### config.mk
export PLATFORM = sky130hd
export DESIGN_NAME = hx8357_seq_ctrl
export DESIGN_NICKNAME = d
export VERILOG_FILES = /design/src/rtl/hx8357_pkg.sv /design/src/rtl/instruction_rom.sv /design/src/rtl/hx8357_seq_ctrl.sv
export SDC_FILE = /design/constraint.sdc
export NUM_CORES = 1
export LEC_CHECK = 0
export BUFFER_PORTS_ARGS = -buffer_cell sky130_fd_sc_hd__buf_2
export CAP_MARGIN = 20
export CORE_MARGIN = 3
export CORE_UTILIZATION = 56
export DETAILED_ROUTE_END_ITERATION = 10
export PLACE_DENSITY = 0.75
export SETUP_SLACK_MARGIN = 0.2
export SLEW_MARGIN = 20
export SYNTH_ARGS = -nofsm -noshare
export SYNTH_HDL_FRONTEND = slang
export SYNTH_HIERARCHICAL = 1
export SYNTH_SLANG_ARGS = --single-unit
### constraint.sdc
create_clock -name clk -period 9.1 [get_ports clk]
set_input_delay 0.91 -clock clk [delete_from_list [all_inputs] [get_ports clk]]
set_output_delay 0.91 -clock clk [all_outputs]
set_load 0.02 [all_outputs]
### src/rtl/hx8357_pkg.sv
// Shared types and constants for the HX8357 command/pixel sequencer.
//   state_e        sequencer states
//   DCS_*          display command opcodes
//   rom_word_t     instruction ROM entry layout for the default image
//   DEFAULT_INIT_ROM  default power-up script, zero-padded to 64 entries
package hx8357_pkg;

  typedef enum logic [2:0] {
    ST_IDLE,
    ST_FETCH,
    ST_ISSUE,
    ST_WAIT,
    ST_WIN,
    ST_PIX
  } state_e;

  localparam logic [7:0] DCS_NOP     = 8'h00;
  localparam logic [7:0] DCS_SWRESET = 8'h01;
  localparam logic [7:0] DCS_SLPOUT  = 8'h11;
  localparam logic [7:0] DCS_DISPON  = 8'h29;
  localparam logic [7:0] DCS_CASET   = 8'h2A;
  localparam logic [7:0] DCS_PASET   = 8'h2B;
  localparam logic [7:0] DCS_RAMWR   = 8'h2C;
  localparam logic [7:0] DCS_TEON    = 8'h35;
  localparam logic [7:0] DCS_MADCTL  = 8'h36;
  localparam logic [7:0] DCS_COLMOD  = 8'h3A;
  localparam logic [7:0] DCS_TEARLN  = 8'h44;

  localparam int unsigned DEF_ROM_AW   = 6;
  localparam int unsigned DEF_DELAY_W  = 7;
  localparam int unsigned DEF_N_INST   = 48;
  localparam int unsigned DEF_ROM_DW   = 1 + 8 + DEF_DELAY_W;
  localparam int unsigned DEF_ROM_BITS = (2 ** DEF_ROM_AW) * DEF_ROM_DW;

  typedef struct packed {
    logic                   is_cmd;
    logic [7:0]             dat;
    logic [DEF_DELAY_W-1:0] delay;
  } rom_word_t;

  // Builds the default script; unused tail entries are NOP commands.
  function automatic logic [DEF_ROM_BITS-1:0] default_init_rom();
    logic [DEF_ROM_BITS-1:0] img;
    rom_word_t               w;
    img = '0;
    for (int i = 0; i < int'(DEF_N_INST); i++) begin
      case (i)
        0:       w = {1'b1, DCS_SWRESET, 7'd1};
        1:       w = {1'b1, DCS_SLPOUT,  7'd8};
        2:       w = {1'b1, DCS_COLMOD,  7'd0};
        3:       w = {1'b0, 8'h55,       7'd0};
        4:       w = {1'b1, DCS_MADCTL,  7'd0};
        5:       w = {1'b0, 8'h00,       7'd0};
        6:       w = {1'b1, DCS_TEON,    7'd0};
        7:       w = {1'b0, 8'h00,       7'd0};
        8:       w = {1'b1, DCS_TEARLN,  7'd0};
        9:       w = {1'b0, 8'h00,       7'd0};
        10:      w = {1'b0, 8'h02,       7'd0};
        11:      w = {1'b1, DCS_DISPON,  7'd1};
        default: w = {1'b1, DCS_NOP,     7'd0};
      endcase
      img[i*int'(DEF_ROM_DW) +: DEF_ROM_DW] = w;
    end
    return img;
  endfunction

  localparam logic [DEF_ROM_BITS-1:0] DEFAULT_INIT_ROM = default_init_rom();

endpackage

### src/rtl/instruction_rom.sv
// Instruction ROM with one-cycle registered read.
//   clk   in   clock
//   addr  in   entry address
//   q     out  entry contents, valid the cycle after addr is presented
module instruction_rom #(
  parameter int unsigned DW = 16,
  parameter int unsigned AW = 6,
  parameter logic [(2**AW)*DW-1:0] INIT = '0
) (
  input  logic          clk,
  input  logic [AW-1:0] addr,
  output logic [DW-1:0] q
);

  always_ff @(posedge clk) begin
    q <= INIT[int'(addr)*int'(DW) +: DW];
  end

endmodule

### src/rtl/hx8357_seq_ctrl.sv
// HX8357 command/pixel sequencer: replays the ROM init script with per-entry
// delays, then serves rectangle fills (CASET, PASET, RAMWR, N colour words).
//   clk, res                         clock, synchronous active-high reset
//   start_init, fill_req             request pulses, honoured in IDLE only
//   fill_x0/x1/y0/y1, fill_color     rectangle (inclusive) and pixel word
//   out_valid/out_ready/out_cmd/out_word  word stream to the bus controller
//   busy, init_done, fill_err        status
module hx8357_seq_ctrl
  import hx8357_pkg::*;
#(
  parameter int unsigned DATA_W      = 16,
  parameter int unsigned ROM_AW      = 6,
  parameter int unsigned N_INST      = 48,
  parameter int unsigned DELAY_W     = 7,
  parameter int unsigned DELAY_SHIFT = 14,
  parameter int unsigned H_RES       = 320,
  parameter int unsigned V_RES       = 480,
  parameter logic [(2**ROM_AW)*(9+DELAY_W)-1:0] ROM_INIT = DEFAULT_INIT_ROM
) (
  input  logic              clk,
  input  logic              res,
  input  logic              start_init,
  input  logic              fill_req,
  input  logic [8:0]        fill_x0,
  input  logic [8:0]        fill_x1,
  input  logic [8:0]        fill_y0,
  input  logic [8:0]        fill_y1,
  input  logic [DATA_W-1:0] fill_color,
  output logic              out_valid,
  input  logic              out_ready,
  output logic              out_cmd,
  output logic [DATA_W-1:0] out_word,
  output logic              busy,
  output logic              init_done,
  output logic              fill_err
);

  localparam int unsigned ROM_DW   = 1 + 8 + DELAY_W;
  localparam int unsigned WAIT_W   = DELAY_W + DELAY_SHIFT;
  localparam int unsigned PIX_W    = $clog2(H_RES * V_RES);
  localparam int unsigned COORD_W  = 9;
  localparam logic [ROM_AW-1:0] LAST_INST = ROM_AW'(N_INST - 1);
  localparam logic [3:0]        WIN_LAST  = 4'd10;

  state_e               state_q, state_d;
  logic [ROM_AW-1:0]    inst_cnt_q, inst_cnt_d;
  logic [WAIT_W-1:0]    wait_cnt_q, wait_cnt_d;
  logic [3:0]           win_idx_q, win_idx_d;
  logic [PIX_W-1:0]     pix_cnt_q, pix_cnt_d;
  logic [COORD_W-1:0]   x0_q, x0_d, x1_q, x1_d, y0_q, y0_d, y1_q, y1_d;
  logic [DATA_W-1:0]    color_q, color_d;
  logic                 init_done_q, init_done_d;
  logic                 fill_err_q, fill_err_d;

  logic [ROM_DW-1:0]    rom_q;
  logic                 rom_is_cmd;
  logic [7:0]           rom_byte;
  logic [DELAY_W-1:0]   rom_delay;
  logic [WAIT_W-1:0]    wait_tc;
  logic [7:0]           win_byte;
  logic [PIX_W-1:0]     pix_dx, pix_dy, pix_total;
  logic                 rect_ok;
  logic                 xfer;

  // Address is held stable across FETCH/ISSUE/WAIT so rom_q stays valid.
  instruction_rom #(
    .DW   (ROM_DW),
    .AW   (ROM_AW),
    .INIT (ROM_INIT)
  ) u_rom (
    .clk  (clk),
    .addr (inst_cnt_q),
    .q    (rom_q)
  );

  assign rom_is_cmd = rom_q[ROM_DW-1];
  assign rom_byte   = rom_q[DELAY_W +: 8];
  assign rom_delay  = rom_q[DELAY_W-1:0];
  assign wait_tc    = (WAIT_W'(rom_delay) << DELAY_SHIFT) - WAIT_W'(1);
  assign xfer       = out_valid & out_ready;

  assign rect_ok = (fill_x0 <= fill_x1) && (32'(fill_x1) < H_RES) &&
                   (fill_y0 <= fill_y1) && (32'(fill_y1) < V_RES);

  // Pixel count minus one, preloaded into the down-counter.
  assign pix_dx    = PIX_W'(x1_q) - PIX_W'(x0_q) + PIX_W'(1);
  assign pix_dy    = PIX_W'(y1_q) - PIX_W'(y0_q) + PIX_W'(1);
  assign pix_total = pix_dx * pix_dy - PIX_W'(1);

  // Window-setup script byte for the current index.
  always_comb begin
    win_byte = 8'h00;
    case (win_idx_q)
      4'd0:    win_byte = DCS_CASET;
      4'd1:    win_byte = {7'd0, x0_q[8]};
      4'd2:    win_byte = x0_q[7:0];
      4'd3:    win_byte = {7'd0, x1_q[8]};
      4'd4:    win_byte = x1_q[7:0];
      4'd5:    win_byte = DCS_PASET;
      4'd6:    win_byte = {7'd0, y0_q[8]};
      4'd7:    win_byte = y0_q[7:0];
      4'd8:    win_byte = {7'd0, y1_q[8]};
      4'd9:    win_byte = y1_q[7:0];
      4'd10:   win_byte = DCS_RAMWR;
      default: win_byte = 8'h00;
    endcase
  end

  // State and counter registers.
  always_ff @(posedge clk) begin
    if (res) begin
      state_q     <= ST_IDLE;
      inst_cnt_q  <= '0;
      wait_cnt_q  <= '0;
      win_idx_q   <= '0;
      pix_cnt_q   <= '0;
      x0_q        <= '0;
      x1_q        <= '0;
      y0_q        <= '0;
      y1_q        <= '0;
      color_q     <= '0;
      init_done_q <= 1'b0;
      fill_err_q  <= 1'b0;
    end else begin
      state_q     <= state_d;
      inst_cnt_q  <= inst_cnt_d;
      wait_cnt_q  <= wait_cnt_d;
      win_idx_q   <= win_idx_d;
      pix_cnt_q   <= pix_cnt_d;
      x0_q        <= x0_d;
      x1_q        <= x1_d;
      y0_q        <= y0_d;
      y1_q        <= y1_d;
      color_q     <= color_d;
      init_done_q <= init_done_d;
      fill_err_q  <= fill_err_d;
    end
  end

  // Next-state and counter updates.
  always_comb begin
    state_d     = state_q;
    inst_cnt_d  = inst_cnt_q;
    wait_cnt_d  = wait_cnt_q;
    win_idx_d   = win_idx_q;
    pix_cnt_d   = pix_cnt_q;
    x0_d        = x0_q;
    x1_d        = x1_q;
    y0_d        = y0_q;
    y1_d        = y1_q;
    color_d     = color_q;
    init_done_d = init_done_q;
    fill_err_d  = 1'b0;

    case (state_q)
      ST_IDLE: begin
        if (start_init) begin
          state_d     = ST_FETCH;
          inst_cnt_d  = '0;
          init_done_d = 1'b0;
        end else if (fill_req && init_done_q) begin
          if (rect_ok) begin
            state_d   = ST_WIN;
            win_idx_d = '0;
            x0_d      = fill_x0;
            x1_d      = fill_x1;
            y0_d      = fill_y0;
            y1_d      = fill_y1;
            color_d   = fill_color;
          end else begin
            fill_err_d = 1'b1;
          end
        end
      end

      ST_FETCH: state_d = ST_ISSUE;

      ST_ISSUE: begin
        if (xfer) begin
          if (rom_delay != '0) begin
            state_d    = ST_WAIT;
            wait_cnt_d = '0;
          end else if (inst_cnt_q == LAST_INST) begin
            state_d     = ST_IDLE;
            init_done_d = 1'b1;
          end else begin
            state_d    = ST_FETCH;
            inst_cnt_d = inst_cnt_q + ROM_AW'(1);
          end
        end
      end

      ST_WAIT: begin
        if (wait_cnt_q == wait_tc) begin
          if (inst_cnt_q == LAST_INST) begin
            state_d     = ST_IDLE;
            init_done_d = 1'b1;
          end else begin
            state_d    = ST_FETCH;
            inst_cnt_d = inst_cnt_q + ROM_AW'(1);
          end
        end else begin
          wait_cnt_d = wait_cnt_q + WAIT_W'(1);
        end
      end

      ST_WIN: begin
        if (xfer) begin
          if (win_idx_q == WIN_LAST) begin
            state_d   = ST_PIX;
            pix_cnt_d = pix_total;
          end else begin
            win_idx_d = win_idx_q + 4'd1;
          end
        end
      end

      ST_PIX: begin
        if (xfer) begin
          if (pix_cnt_q == '0) begin
            state_d = ST_IDLE;
          end else begin
            pix_cnt_d = pix_cnt_q - PIX_W'(1);
          end
        end
      end

      default: state_d = ST_IDLE;
    endcase
  end

  // Output decode from registered state only.
  always_comb begin
    out_valid = 1'b0;
    out_cmd   = 1'b0;
    out_word  = '0;
    case (state_q)
      ST_ISSUE: begin
        out_valid = 1'b1;
        out_cmd   = rom_is_cmd;
        out_word  = DATA_W'(rom_byte);
      end
      ST_WIN: begin
        out_valid = 1'b1;
        out_cmd   = (win_idx_q == 4'd0) || (win_idx_q == 4'd5) || (win_idx_q == WIN_LAST);
        out_word  = DATA_W'(win_byte);
      end
      ST_PIX: begin
        out_valid = 1'b1;
        out_word  = color_q;
      end
      default: ;
    endcase
  end

  assign busy      = (state_q != ST_IDLE);
  assign init_done = init_done_q;
  assign fill_err  = fill_err_q;

endmodule

# After elaboration in Yosys (flattened, before gate mapping)
# Cells that the tools add are included.
[word_totals] word_cells=134 in_bits=57 register_bits=122
[op_classes] multipliers=1 eq_ne=34 bitwise=4 muxes=44 shift=1 magnitude_cmp=4 add_sub_neg=10 reduce_logical=23
[ops] cell="1024-bit by 11-bit variable part select with 16-bit output, first input constant" n=1
[ops] cell="8-bit case mux with 11 select lines" n=1
[ops] cell="18-bit 2-to-1 mux" n=4
[ops] cell="21-bit 2-to-1 mux" n=3
[ops] cell="16-bit case mux with 3 select lines" n=1
[ops] cell="21-bit case mux with 2 select lines" n=1
[ops] cell="18-bit case mux with 2 select lines" n=1
[ops] cell="18-bit by 1-bit subtractor with 18-bit output, second input constant" n=2
[ops] cell="6-bit 2-to-1 mux" n=5
[ops] cell="2-bit inequality test, second input constant" n=15
[ops] cell="3-bit 2-to-1 mux" n=9
[ops] cell="10-bit by 2-bit adder with 11-bit output, second input constant" n=2
[ops] cell="21-bit by 1-bit adder with 21-bit output, second input constant" n=1
[ops] cell="21-bit equality test" n=1
[ops] cell="21-bit by 1-bit subtractor with 21-bit output, second input constant" n=1
[ops] cell="4-bit 2-to-1 mux" n=5
[ops] cell="9-bit by 9-bit subtractor with 10-bit output" n=2
[ops] cell="9-bit <= comparator" n=2
[ops] cell="18-bit zero test" n=1
[ops] cell="9-bit < comparator, second input constant" n=2
[ops] cell="11-bit by 11-bit multiplier with 18-bit output" n=1
[ops] cell="3-bit case mux with 6 select lines" n=1
[ops] cell="6-bit case mux with 3 select lines" n=1
[ops] cell="4-bit by 3-bit equality test with 1-bit output, second input constant" n=4
[ops] cell="30 further kinds" n=54

# Longest topological paths before layout
# Gate-level depths: netlist of run 1.
[depth] word_depth=8 ltp_mapped=33 depth_no_buf=33

# Modules after synthesis
# Netlist of run 1, hierarchy kept.
[by_module_without_submodules] mod="hx8357_seq_ctrl" cells_each=1390 n_inst=1 area_each_um2=11219.5 seq_area_each_um2=2122.0
[by_module_without_submodules] mod="instruction_rom" cells_each=61 n_inst=1 area_each_um2=564.3 seq_area_each_um2=200.2

# Worst setup path before layout of run 1
# OpenSTA, ideal clock, no wires.
[synth_timing] path_type="flip-flop to flip-flop" from="reg y1_q[0]" to="reg pix_cnt_q[17]" slack_ns=1.952 synth_period_minus_slack_ns=7.148 t_arrival_ns=7.078 stages_incl_launch_ff=31 n_path_buf=0 path_cell_list="dfxtp_1 -> inv_1 -> ha_1 -> fa_1 -> nand2b_1 -> a21oi_1 -> xor2_1 -> nand4b_1 -> nor4_1 -> xor2_1 -> and2_1 -> fa_1 -> inv_1 -> fa_1 -> inv_1 -> fa_1 -> fa_1 -> inv_1 -> fa_1 -> inv_1 -> ha_1 -> a21oi_1 -> nor2b_1 -> o21ai_0 -> nand2_1 -> a211oi_1 -> o21bai_1 -> a21oi_1 -> o21ai_0 -> xor2_1 -> a21oi_1"
[synth_via] elab_chain_len=7
[synth_lines] element="start, declared" line="hx8357_seq_ctrl.sv:50" rtl="logic [COORD_W-1:0] x0_q, x0_d, x1_q, x1_d, y0_q, y0_d, y1_q, y1_d;"
[synth_lines] element="start signal, assigned" line="hx8357_seq_ctrl.sv:133" rtl="y1_q <= y1_d;"
[synth_lines] element="9-bit by 9-bit subtractor with 10-bit output" line="hx8357_seq_ctrl.sv:87" rtl="assign pix_dy = PIX_W'(y1_q) - PIX_W'(y0_q) + PIX_W'(1);"
[synth_lines] element="10-bit by 2-bit adder with 11-bit output" line="hx8357_seq_ctrl.sv:87"
[synth_lines] element="11-bit by 11-bit multiplier with 18-bit output" line="hx8357_seq_ctrl.sv:88" rtl="assign pix_total = pix_dx * pix_dy - PIX_W'(1);"
[synth_lines] element="18-bit by 1-bit subtractor with 18-bit output" line="hx8357_seq_ctrl.sv:88"
[synth_lines] element="18-bit 2-to-1 mux" line="hx8357_seq_ctrl.sv:209" rtl="if (win_idx_q == WIN_LAST) begin"
[synth_lines] element="18-bit 2-to-1 mux" line="hx8357_seq_ctrl.sv:208" rtl="if (xfer) begin"
[synth_lines] element="18-bit case mux with 2 select lines" line="hx8357_seq_ctrl.sv:155" rtl="case (state_q)"
[synth_lines] element="end signal, assigned" line="hx8357_seq_ctrl.sv:129" rtl="pix_cnt_q <= pix_cnt_d;"
[synth_lines] element="end, declared" line="hx8357_seq_ctrl.sv:49" rtl="logic [PIX_W-1:0] pix_cnt_q, pix_cnt_d;"
# No other way between the ends. The select of a mux whose other input is x is not followed.
# A chain may end at the register's enable or synchronous reset.

# Worst setup path after layout of run 1
# Ends and elaborated chain as after synthesis.

==> results.md, run 1 <==
- Netlist cell types: 76
- Post-synth EDFFs: 0
- FF-to-FF End: pix_cnt_q[17]
- Setup bufs post-CTS: 0
- DR vias/cell: 5.573
- Pin count of the biggest net entering global routing: 91
- Routed len/inst: 15.66 µm
- Setup TNS: 0 ps
- Yosys warnings: 6
- Final min period: 7899 ps
- #FFs+latches synth: 116
- P_leak: 0.006071 µW
- Post-synth ARST share: 0%
- CP Launch Type: flip-flop
- Ys flop type: dfxtp_1
- Worst R2R Path Depth: 30
- Vias in the first global route: 9,917
- Worst Path Arrival: 8170 ps
- Area of the multi-input gates: 8427 µm²
- Final hold vios: 0
- Max-Cap Viols: 0
- Grt met2 use: 44.14%
- Global route total overflow: 0
- Reg-to-reg setup timing slack: 1200 ps
- Site Rows: 52
- CTS Buffer Depth: 2
- Worst skew pair latency: 410 ps
- CP required: 9370 ps
- Final Cycle Share: 86.80%
- Share of cells above drive strength 1: 8.785%
- Rel. slew slack: 28.60%
- Detailed-placement wirelength estimate: 21,890 µm
- Post-CTS sizing: 0
- Nature of the critical path endpoint: flip-flop
- Syn Inst Count: 1,451
- DR vias: 9,943
- Flip-flop and latch area: 2322 µm²
- Io pins: 78
- Layer with the highest usage: met2
- Syn_area_per_cell: 8.121 µm²
- Peak VDD IR: 0.1257 mV
- Post-cts hold buffer count: 0
- Total track usage: 25.69%
- First-pass GRT wire length: 47,540 µm
- Crit path launch: y1_q[0]
- Final antenna-violating net count: 0
- Fillers: 1,780
- HP Class: flip-flop to flip-flop
- Clock Skews: 9.872 ps
- Number of buffers created by CTS: 17
- Seq/Total Area, Yosys: 19.71%
- Clk sinks: 116
- CTS tree: yes
- Fmax: 0.1266 GHz
- IO Port Bufs: 77
- Die area: 22,820 µm²
- RSZ-0062 raised after global routing: no
- Pwr Total: 1557 µW
- Status: complete, no violations
- CP Capture Point: pix_cnt_q[17]
- Worst-Margin Slew: 1063 ps
- Crit-path max FO: 6
- Area Overhead vs Synth: 9.853%
- Diodes inserted: 0
- Core area: 20,430 µm²
- DRC Markers: 0
- Iteration-0 DRC Markers: 616
- H-tree depth: 4
- Slew Viols, Final: 0
- Detailed Route WL: 27,940 µm
- Most frequent CP cell: fa_1
- Most frequent cells in the layout: inv_1 (213), nor2_1 (150), nand2_1 (131)
- Die height: 151.1 µm
- Critical path class: flip-flop to flip-flop
- Nets@finish: 1,756
- Crit path max-delay cell type: nor4_1
- Crit-path max cell delay: 590 ps
- CTS clk-pin slew, worst paths: 60 ps
- Met3 usage: 3.710%
- Starting Density: 57.68%
- P per Cell Area: 120.2 nW/µm²
- Met1 Use GR: 33.89%
- Clock root buffer: clkbuf_16
- Reg-to-reg startpoint: y1_q[0]
- Antenna violations before repair: 0
- Die extent in x: 151.1 µm
- GPL Wtd Cong: 0.9078
- Endpoints failing setup: 0
- Commonest non-fill, non-tap cell in the layout: inv_1
- DRT Pass-1 Iters: 6
- Mapped cell area: 11,780 µm²
[sequential cells by signal, summed over array words and instances (netlist names)]
signal,count
wait_cnt_q,21
pix_cnt_q,18
color_q,16
u_rom/q,10
x0_q,9
x1_q,9
y0_q,9
y1_q,9
inst_cnt_q,6
win_idx_q,4
state_q,3
fill_err,1
init_done,1
[final cells by class]
class,count,area share [%]
Multi-Input combinational cell,1067,65.10
Sequential cell,116,17.94
Inverter,214,6.205
Clock buffer,20,3.528
Timing Repair Buffer,85,3.441
Tap cell,270,2.610
Clock inverter,12,1.179
[metrics by stage]
stage	utilization, %	std cells	setup slack [ps]	instance area (µm²)	hold slack [ps]
6_report	63.36	1784	1201	12940	473.3
5_1_grt	63.36	1784	600.7	12940	510.1
4_1_cts	63.33	1783	1207	12940	470.8
3_5_place_dp	60.34	1751	1297	12330	462.7
3_3_place_gp	60.34	1751	1474	12330	456.2
2_1_floorplan	-	1456	1952	11800	445.0
[critical path: cells and delay by family (launching register included)]
| kind | cells | cell delay, ps |
|---|---|---|
| compound gates | 8 | 1440 |
| xor+xnor | 3 | 740 |
| fa+ha+maj | 8 | 3610 |
| buf+inv | 5 | 270 |
| flops | 1 | 320 |
| simple gates | 6 | 1360 |
[Yosys cell counts (3+ instances only)]
cell | n | area, µm²
and2_1 | 30 | 187.7
o22ai_1 | 7 | 43.79
nand4_1 | 16 | 100.1
nand2_1 | 131 | 491.7
ha_1 | 100 | 1251
o31a_1 | 3 | 26.28
a311oi_1 | 3 | 26.28
nor2_1 | 150 | 563.0
mux2i_1 | 60 | 600.6
buf_4 | 6 | 45.04
a211oi_1 | 16 | 120.1
nand3_1 | 32 | 160.2
nand3b_1 | 6 | 45.04
a221oi_1 | 3 | 26.28
clkbuf_1 | 48 | 180.2
or2_2 | 5 | 31.28
a22oi_1 | 20 | 150.1
nand4b_1 | 3 | 26.28
o21a_1 | 16 | 120.1
nor2b_1 | 20 | 125.1
xor2_1 | 42 | 367.9
xnor2_1 | 43 | 376.6
a21oi_1 | 65 | 325.3
nor3_1 | 29 | 145.1
a21o_1 | 12 | 90.09
inv_1 | 213 | 799.5
o21bai_1 | 8 | 60.06
a31oi_1 | 4 | 25.02
and3_1 | 5 | 31.28
o21ai_0 | 54 | 270.3
nand2b_1 | 19 | 118.9
dfxtp_1 | 116 | 2322
o21ai_1 | 5 | 25.02
or3_1 | 11 | 68.82
fa_1 | 98 | 1962
nor4_1 | 6 | 37.54
[how the worst min path moves through the flow]
| stage | startpoint | end | slack [ps] | cells past startpoint |
|---|---|---|---|---|
| 2_1_floorplan | pix_cnt_q[1] | pix_cnt_q[1] | 450 | 2 |
| 3_3_place_gp | pix_cnt_q[1] | pix_cnt_q[1] | 460 | 2 |
| 3_5_place_dp | pix_cnt_q[1] | pix_cnt_q[1] | 460 | 2 |
| 4_1_cts | pix_cnt_q[1] | pix_cnt_q[1] | 470 | 2 |
| 5_1_grt | color_q[14] | color_q[14] | 510 | 2 |
| 6_report | pix_cnt_q[1] | pix_cnt_q[1] | 470 | 2 |
[metal layers]
layer / share of wire [%] / wire length (µm) / vias to the layer above
met5: 0 / 0 / -
met4: 2.3 / 644 / 0
met1: 43 / 12070 / 4729
li1: - / - / 4877
met3: 5.5 / 1541 / 44
met2: 49 / 13680 / 293
[cell families after synthesis]
kind of cell	after synthesis	share of synthesized area, %
AO/OA/AOI/OAI	235	12.70
multiplexers	60	5.097
adder cells (fa/ha/maj)	198	27.27
other	1	0.03182
AND/OR/NAND/NOR	480	19.37
buffers and inverters	273	8.983
XOR/XNOR	88	6.849
flip-flops	116	19.71
[where the power goes]
part           internal, µW  switching [µW]  total, µW
clock                   445             241        687
sequential              524            23.3        547
combinational           107             215        322
total                  1080             480       1560
No activity file was read; power rests on OpenSTA's default activity.
==> inputs of run 2 (changes only) <==
--- a/config.mk
+++ b/config.mk
@@ -10,6 +10,7 @@
 export CORE_MARGIN = 3
 export CORE_UTILIZATION = 56
 export DETAILED_ROUTE_END_ITERATION = 10
+export MAX_ROUTING_LAYER = met4
 export PLACE_DENSITY = 0.75
 export SETUP_SLACK_MARGIN = 0.2
 export SLEW_MARGIN = 20
==> run 2 against run 1 <==
  * Hold slack got worse by 2.5 ps
  * Fmax decreased by 0.90%
  * Cell area about the same
  * First-iteration DRC count decreased by 13%
  * Highest routed layer unchanged
  * Critical path depth decreased by 1
  * Global-route usage increased by 0.44 points
  * Non-clock buffer count increased by 1
  * Die area unchanged
==> results.md, run 2 (synthesized netlist as in run 1, its figures left out) <==
- RSZ-0062 raised after global routing: no
- Commonest non-fill, non-tap cell in the layout: inv_1
- Top flop regs: wait_cnt_q (21), pix_cnt_q (18), color_q (16)
- Hold_ws: 470.7 ps (-2.526 ps)
- Die height: 151.1 µm (unchanged)
- Crit-path max cell delay: 580 ps (about the same)
- Max reg flops: 21 (unchanged)
- Worst R2R Path Depth: 29 (-3.3%)
- DRC Markers: 0 (unchanged)
- Clk sinks: 116 (unchanged)
- Share of cells above drive strength 1: 8.845% (+0.060 points)
- CTS tree: yes
- CTS Buffer Depth: 2 (unchanged)
- Diodes inserted: 0 (unchanged)
- DR vias: 9,929 (-0.14%)
- Clock Skews: 14.96 ps (+5.089 ps)
- Setup bufs post-CTS: 0 (unchanged)
- Setup WS post-layout: 1130 ps (-71.73 ps)
- Final antenna-violating net count: 0 (unchanged)
- H-tree depth: 4 (unchanged)
- Detailed-placement wirelength estimate: 21,780 µm (-0.49%)
- Setup TNS: 0 ps (unchanged)
- Final hold vios: 0 (unchanged)
- Site Rows: 52 (unchanged)
- Status: complete, no violations
- Fillers: 1,795 (+0.84%)
- Worst Path Arrival: 8250 ps (+80 ps)
- CP Launch Type: flip-flop
- Endpoints failing setup: 0 (unchanged)
- Nets@finish: 1,757 (+0.057%)
- Core area: 20,430 µm² (unchanged)
- Area Overhead vs Synth: 9.928% (about the same)
- Crit path max-delay cell type: nor4_1
- Iteration-0 DRC Markers: 535 (-13%)
- P per Cell Area: 120.2 nW/µm² (about the same)
- Post-cts hold buffer count: 0 (unchanged)
- Max-Cap Viols: 0 (unchanged)
- DRT Pass-1 Iters: 5 (-1)
- Pin count of the biggest net entering global routing: 91 (unchanged)
- Crit path launch: y1_q[0]
- First-pass GRT wire length: 46,840 µm (-1.5%)
- Io pins: 78 (unchanged)
- GPL Wtd Cong: 0.9526 (+4.9%)
- CP required: 9380 ps (about the same)
- Clock root buffer: clkbuf_16
- Starting Density: 57.68% (unchanged)
- Die area: 22,820 µm² (unchanged)
- Reg-to-reg startpoint: y1_q[0]
- Final Cycle Share: 87.59% (+0.79 points)
- Worst Hold Launch: pix_cnt_q[1]
- Nature of the critical path endpoint: flip-flop
- DR vias/cell: 5.562 (-0.20%)
- Worst skew pair latency: 420 ps (about the same)
- Critical path class: flip-flop to flip-flop
- Total track usage: 26.13% (+0.44 points)
- IO Port Bufs: 77 (unchanged)
- Detailed Route WL: 27,690 µm (-0.89%)
- Number of buffers created by CTS: 17 (unchanged)
- Peak VDD IR: 0.1272 mV (+1.2%)
- P_leak: 0.006064 µW (-0.12%)
- Post-CTS sizing: 0 (unchanged)
- Global route total overflow: 0 (unchanged)
- Most frequent cells in the layout: inv_1 (213), nor2_1 (150), nand2_1 (131)
- Worst Hold Path Cells: 2 (unchanged)
- Vias in the first global route: 10,010 (+0.92%)
- DP Worst Slack: 1211 ps (-85.75 ps)
- HP Class: flip-flop to flip-flop
- Fmax: 0.1255 GHz (-0.90%)
- Die extent in x: 151.1 µm (unchanged)
- Final min period: 7970 ps (+71.73 ps)
- Routed len/inst: 15.51 µm (-0.95%)
- Biggest register: wait_cnt_q
- Antenna violations before repair: 0 (unchanged)
- Most frequent CP cell: fa_1
- CTS clk-pin slew, worst paths: 60 ps (about the same)
- Worst-Margin Slew: 1019 ps (-44.61 ps)
- Rel. slew slack: 31.59% (+3.0 points)
- Crit-path max FO: 6 (unchanged)
- Slew Viols, Final: 0 (unchanged)
==> run 2: worst max-delay path: cells and delay by family, from the launching register on <==
| kind | cells | cell delay (ps) |
|---|---|---|
| adders and majority gates | 8 | 3570 |
| AOI/OAI and AO/OA | 8 | 1510 |
| and+or+nand+nor | 6 | 1260 |
| xor gates and xnor gates | 3 | 940 |
| DFF | 1 | 340 |
| buffers and inverters | 4 | 200 |
==> run 2: report_power, final <==
| group | leakage [µW] | internal (µW) | switching, µW |
|---|---|---|---|
| clock | 0.000287 | 433 | 255 |
| combinational | 0.00484 | 107 | 215 |
| sequential | 0.000935 | 524 | 23.9 |
==> run 2: final cells by class <==
type / instances / area (µm²) / share of cell area, %
Clock inverter: 14 / 175.2 / 1.352
Sequential cell: 116 / 2322 / 17.93
Clock buffer: 18 / 429.2 / 3.313
Timing Repair Buffer: 86 / 452.9 / 3.497
Multi-Input combinational cell: 1067 / 8433 / 65.10
Tap cell: 270 / 337.8 / 2.608
Inverter: 214 / 803.3 / 6.201
==> run 2: per-stage QoR <==
step / total power [µW] / util [%] / area (µm²) / cells
2_1_floorplan: 779.8 / - / 11800 / 1456
3_3_place_gp: 869.4 / 60.42 / 12340 / 1753
3_5_place_dp: 873.8 / 60.42 / 12340 / 1753
4_1_cts: 1559 / 63.38 / 12950 / 1785
5_1_grt: 1628 / 63.41 / 12950 / 1785
6_report: 1558 / 63.41 / 12950 / 1785
==> run 2: final timing paths <==
kind | endpoint | slack, ps
max | pix_cnt_q[17] | 1130
min | pix_cnt_q[1] | 470
max reg2reg | pix_cnt_q[17] | 1130
min reg2reg | pix_cnt_q[1] | 470
==> run 2: layer usage <==
metal | up-vias | wire, µm | track usage (%)
met3 | 60 | 1446 | 4.369
met4 | 0 | 898 | 9.429
met2 | 282 | 13110 | 42.89
li1 | 4868 | - | -
met1 | 4719 | 12240 | 32.70
met5 | - | 0 | -
==> inputs of run 3 (changes only) <==
--- a/config.mk
+++ b/config.mk
@@ -5,13 +5,14 @@
 export SDC_FILE = /design/constraint.sdc
 export NUM_CORES = 1
 export LEC_CHECK = 0
+export ABC_AREA = 1
 export BUFFER_PORTS_ARGS = -buffer_cell sky130_fd_sc_hd__buf_2
 export CAP_MARGIN = 20
 export CORE_MARGIN = 3
 export CORE_UTILIZATION = 56
 export DETAILED_ROUTE_END_ITERATION = 10
 export MAX_ROUTING_LAYER = met4
-export PLACE_DENSITY = 0.75
+export PLACE_DENSITY = 0.74
 export SETUP_SLACK_MARGIN = 0.2
 export SLEW_MARGIN = 20
 export SYNTH_ARGS = -nofsm -noshare
==> run 3 against run 2 <==
  * Largest cell class unchanged
  * Cell area is 2.9% higher
  * Register-to-register slack better by 1000 ps
  * Critical endpoint unchanged
  * Sequential share of layout area down 0.51 points
  * Via count grew 13%
  * Critical path type unchanged
  * Sequential cell count unchanged
==> results.md, run 3 <==
- Yosys warnings: 6 (unchanged)
- Ys flop type: dfxtp_1
- Hold_ws: 448.3 ps (-22.45 ps)
- Global route total overflow: 0 (unchanged)
- Internal power: 1099 µW (+3.3%)
- CP required: 9440 ps (+60 ps)
- Post-synth ARST share: 0% (unchanged)
- #FFs+latches synth: 116 (unchanged)
- Vias in the first global route: 10,730 (+7.2%)
- Final antenna-violating net count: 0 (unchanged)
- Diodes inserted: 0 (unchanged)
- Clock share of power: 36.7% (-7.5 points)
- P_sw: 636.9 µW (+29%)
- Mapped cell area: 12,170 µm² (+3.3%)
- Netlist cell types: 52 (-32%)
- RSZ-0062 raised after global routing: no
- Die area: 23,550 µm² (+3.2%)
- Fmax: 0.1440 GHz (+15%)
- Starting Density: 57.37% (-0.31 points)
- Post-CTS sizing: 0 (unchanged)
- Final hold vios: 0 (unchanged)
- Net Sw Frac: 36.69% (+5.0 points)
- Commonest non-fill, non-tap cell in the layout: inv_1
- Post-Synth Adder-Cell Area: 26.39% (-0.87 points)
- Mux cell area share after synthesis: 0% (-5.1 points)
- Share of cells above drive strength 1: 9.185% (+0.34 points)
- CP Launch Type: flip-flop
- Part of the power in registers: 34.2% (-1.0 points)
- Synth Area in Compound Gates: 14.41% (+1.7 points)
- Detailed-placement wirelength estimate: 24,650 µm (+13%)
- CTS tree: yes
- Routed len/inst: 14.58 µm (-6.0%)
- Area Overhead vs Synth: 9.527%
- Top cell type's share of synthesized area: 19.08% (-0.63 points)
- Fillers: 2,002 (+12%)
- Worst skew pair latency: 410 ps (about the same)
- Nature of the critical path endpoint: flip-flop
- GPL Wtd Cong: 0.9105 (-4.4%)
- Commonest cells post-synth: inv_1 (370), nand2_1 (342), nor2_1 (141), a21oi_1 (137), o21ai_0 (126)
- Endpoints failing setup: 0 (unchanged)
- DR vias: 11,270 (+13%)
- Total track usage: 26.92% (+0.79 points)
- DR vias/cell: 5.327 (-4.2%)
- Status: complete, no violations
- Core Util, Final: 62.84% (-0.57 points)
- Peak VDD IR: 0.1148 mV (-9.8%)
- Post-placement cell area: 12,760 µm² (+3.4%)
- DRT Pass-1 Iters: 6 (+1)
- Most frequent cells in the layout: inv_1 (369), nand2_1 (342), nor2_1 (140)
- Combinational share of power: 29.1% (+8.4 points)
- Max reg flops: 21 (unchanged)
- Critical path class: flip-flop to flip-flop
- P_leak: 0.006353 µW (+4.8%)
- Clock root buffer: clkbuf_16
- IO Port Bufs: 77 (unchanged)
- Biggest register: wait_cnt_q
- Setup TNS: 0 ps (unchanged)
- CTS Buffer Depth: 2 (unchanged)
- Clock Skews: 12.26 ps (-2.698 ps)
- HP Class: flip-flop to flip-flop
- Rel. slew slack: 38.48% (+6.9 points)
- Worst Path Arrival: 7290 ps (-960 ps)
- Crit-path max cell delay: 680 ps (+100 ps)
- Pwr Total: 1736 µW (+11%)
- Area leader, netlist: dfxtp_1
- Worst-Margin Slew: 917.1 ps (-101.7 ps)
- Syn_area_per_cell: 6.901 µm² (-15%)
- Nets@finish: 2,082 (+18%)
- Number of buffers created by CTS: 17 (unchanged)
- Top flop regs: wait_cnt_q (21), pix_cnt_q (18), color_q (16)
- Top post-synthesis cells by area: dfxtp_1 (19%), fa_1 (16%), inv_1 (11%)
- Crit-path max FO: 9 (+3)
- H-tree depth: 4 (unchanged)
- CTS clk-pin slew, worst paths: 50 ps (about the same)
- Post-route cell area: 13,330 µm² (+2.9%)
- Io pins: 78 (unchanged)
- Die extent in x: 153.4 µm (+1.6%)
- Clk sinks: 116 (unchanged)
- Pin count of the biggest net entering global routing: 106 (+16%)
- Post-cts hold buffer count: 0 (unchanged)
- Site Rows: 53 (+1.9%)
- Setup bufs post-CTS: 0 (unchanged)
- Syn Inst Count: 1,764 (+22%)
- Core area: 21,220 µm² (+3.9%)
- Top-count cell post-synth: inv_1
- First-pass GRT wire length: 51,220 µm (+9.3%)
- Iteration-0 DRC Markers: 736 (+38%)
- Slew Viols, Final: 0 (unchanged)
- Crit path max-delay cell type: xor2_1
- Simple-gate share of the synthesized area: 23.74% (+4.4 points)
- DRC Markers: 0 (unchanged)
- Synth Area in XOR/XNOR: 2.878% (-4.0 points)
- Final Cycle Share: 76.32% (-11 points)
- Largest family of logic cells by synthesized area: adder cells
- Seq/Total Area, Yosys: 19.08% (-0.63 points)
- P per Cell Area: 130.2 nW/µm² (+8.3%)
- Post-synth EDFFs: 0 (unchanged)
- Antenna violations before repair: 0 (unchanged)
- Detailed Route WL: 30,830 µm (+11%)
- Die height: 153.4 µm (+1.6%)
- Max-Cap Viols: 0 (unchanged)
- Final min period: 6945 ps (-1025 ps)
-- run 3: cell type report --
cell class                 instances  area (µm²)  share of cell area (%)
inverter                         385        1448                   10.86
tap                              275       344.1                   2.580
multi-input combinational       1227        8245                   61.84
sequential                       116        2322                   17.42
clock inverter                    11       103.9                  0.7788
clock buffer                      21       450.4                   3.378
timing repair buffer              80       420.4                   3.153
-- run 3: worst max-delay path, delay by kind of cell, from the launching register on --
kind,cells,cell delay (ps)
AO/OA/AOI/OAI,5,860
XOR/XNOR,2,1020
adder cells (fa/ha/maj),8,3430
buffers and inverters,6,510
flip-flops,1,290
AND/OR/NAND/NOR,7,760
-- run 3: worst paths after layout --
path         slack (ps)  depth (start not counted)        from       endpoint
min                 450                          2  color_q[7]     color_q[7]
min reg2reg         450                          2  color_q[7]     color_q[7]
max                2150                         28     x1_q[0]  pix_cnt_q[17]
max reg2reg        2150                         28     x1_q[0]  pix_cnt_q[17]
-- run 3: logic make-up after synthesis --
group | count (synthesis)
simple gates | 659
flops | 116
other cells | 1
xor+xnor | 40
fa+ha+maj | 198
buf+inv | 426
compound gates | 324
-- run 3: stage by stage --
step,std cells,setup slack (ps)
final,2115,2155
after global routing,2115,1685
after CTS,2114,2168
after detailed placement,2082,2167
after global placement,2082,2323
after floorplan,1769,2864
-- run 3: layer usage --
metal / global-route usage, % / up-vias / share of wire [%]
li1: - / 5695 / -
met1: 36.64 / 5211 / 47
met2: 42.03 / 306 / 46
met3: 3.567 / 54 / 4.8
met4: 8.537 / 0 / 2.7
met5: - / - / 0
-- run 3: power groups by stage --
stage                     clock (µW)  sequential, µW  combinational [µW]
after global routing             668             600                 569
after floorplan                    0             591                 372
after detailed placement           0             604                 493
final                            637             594                 504
after CTS                        644             593                 500
after global placement             0             604                 488
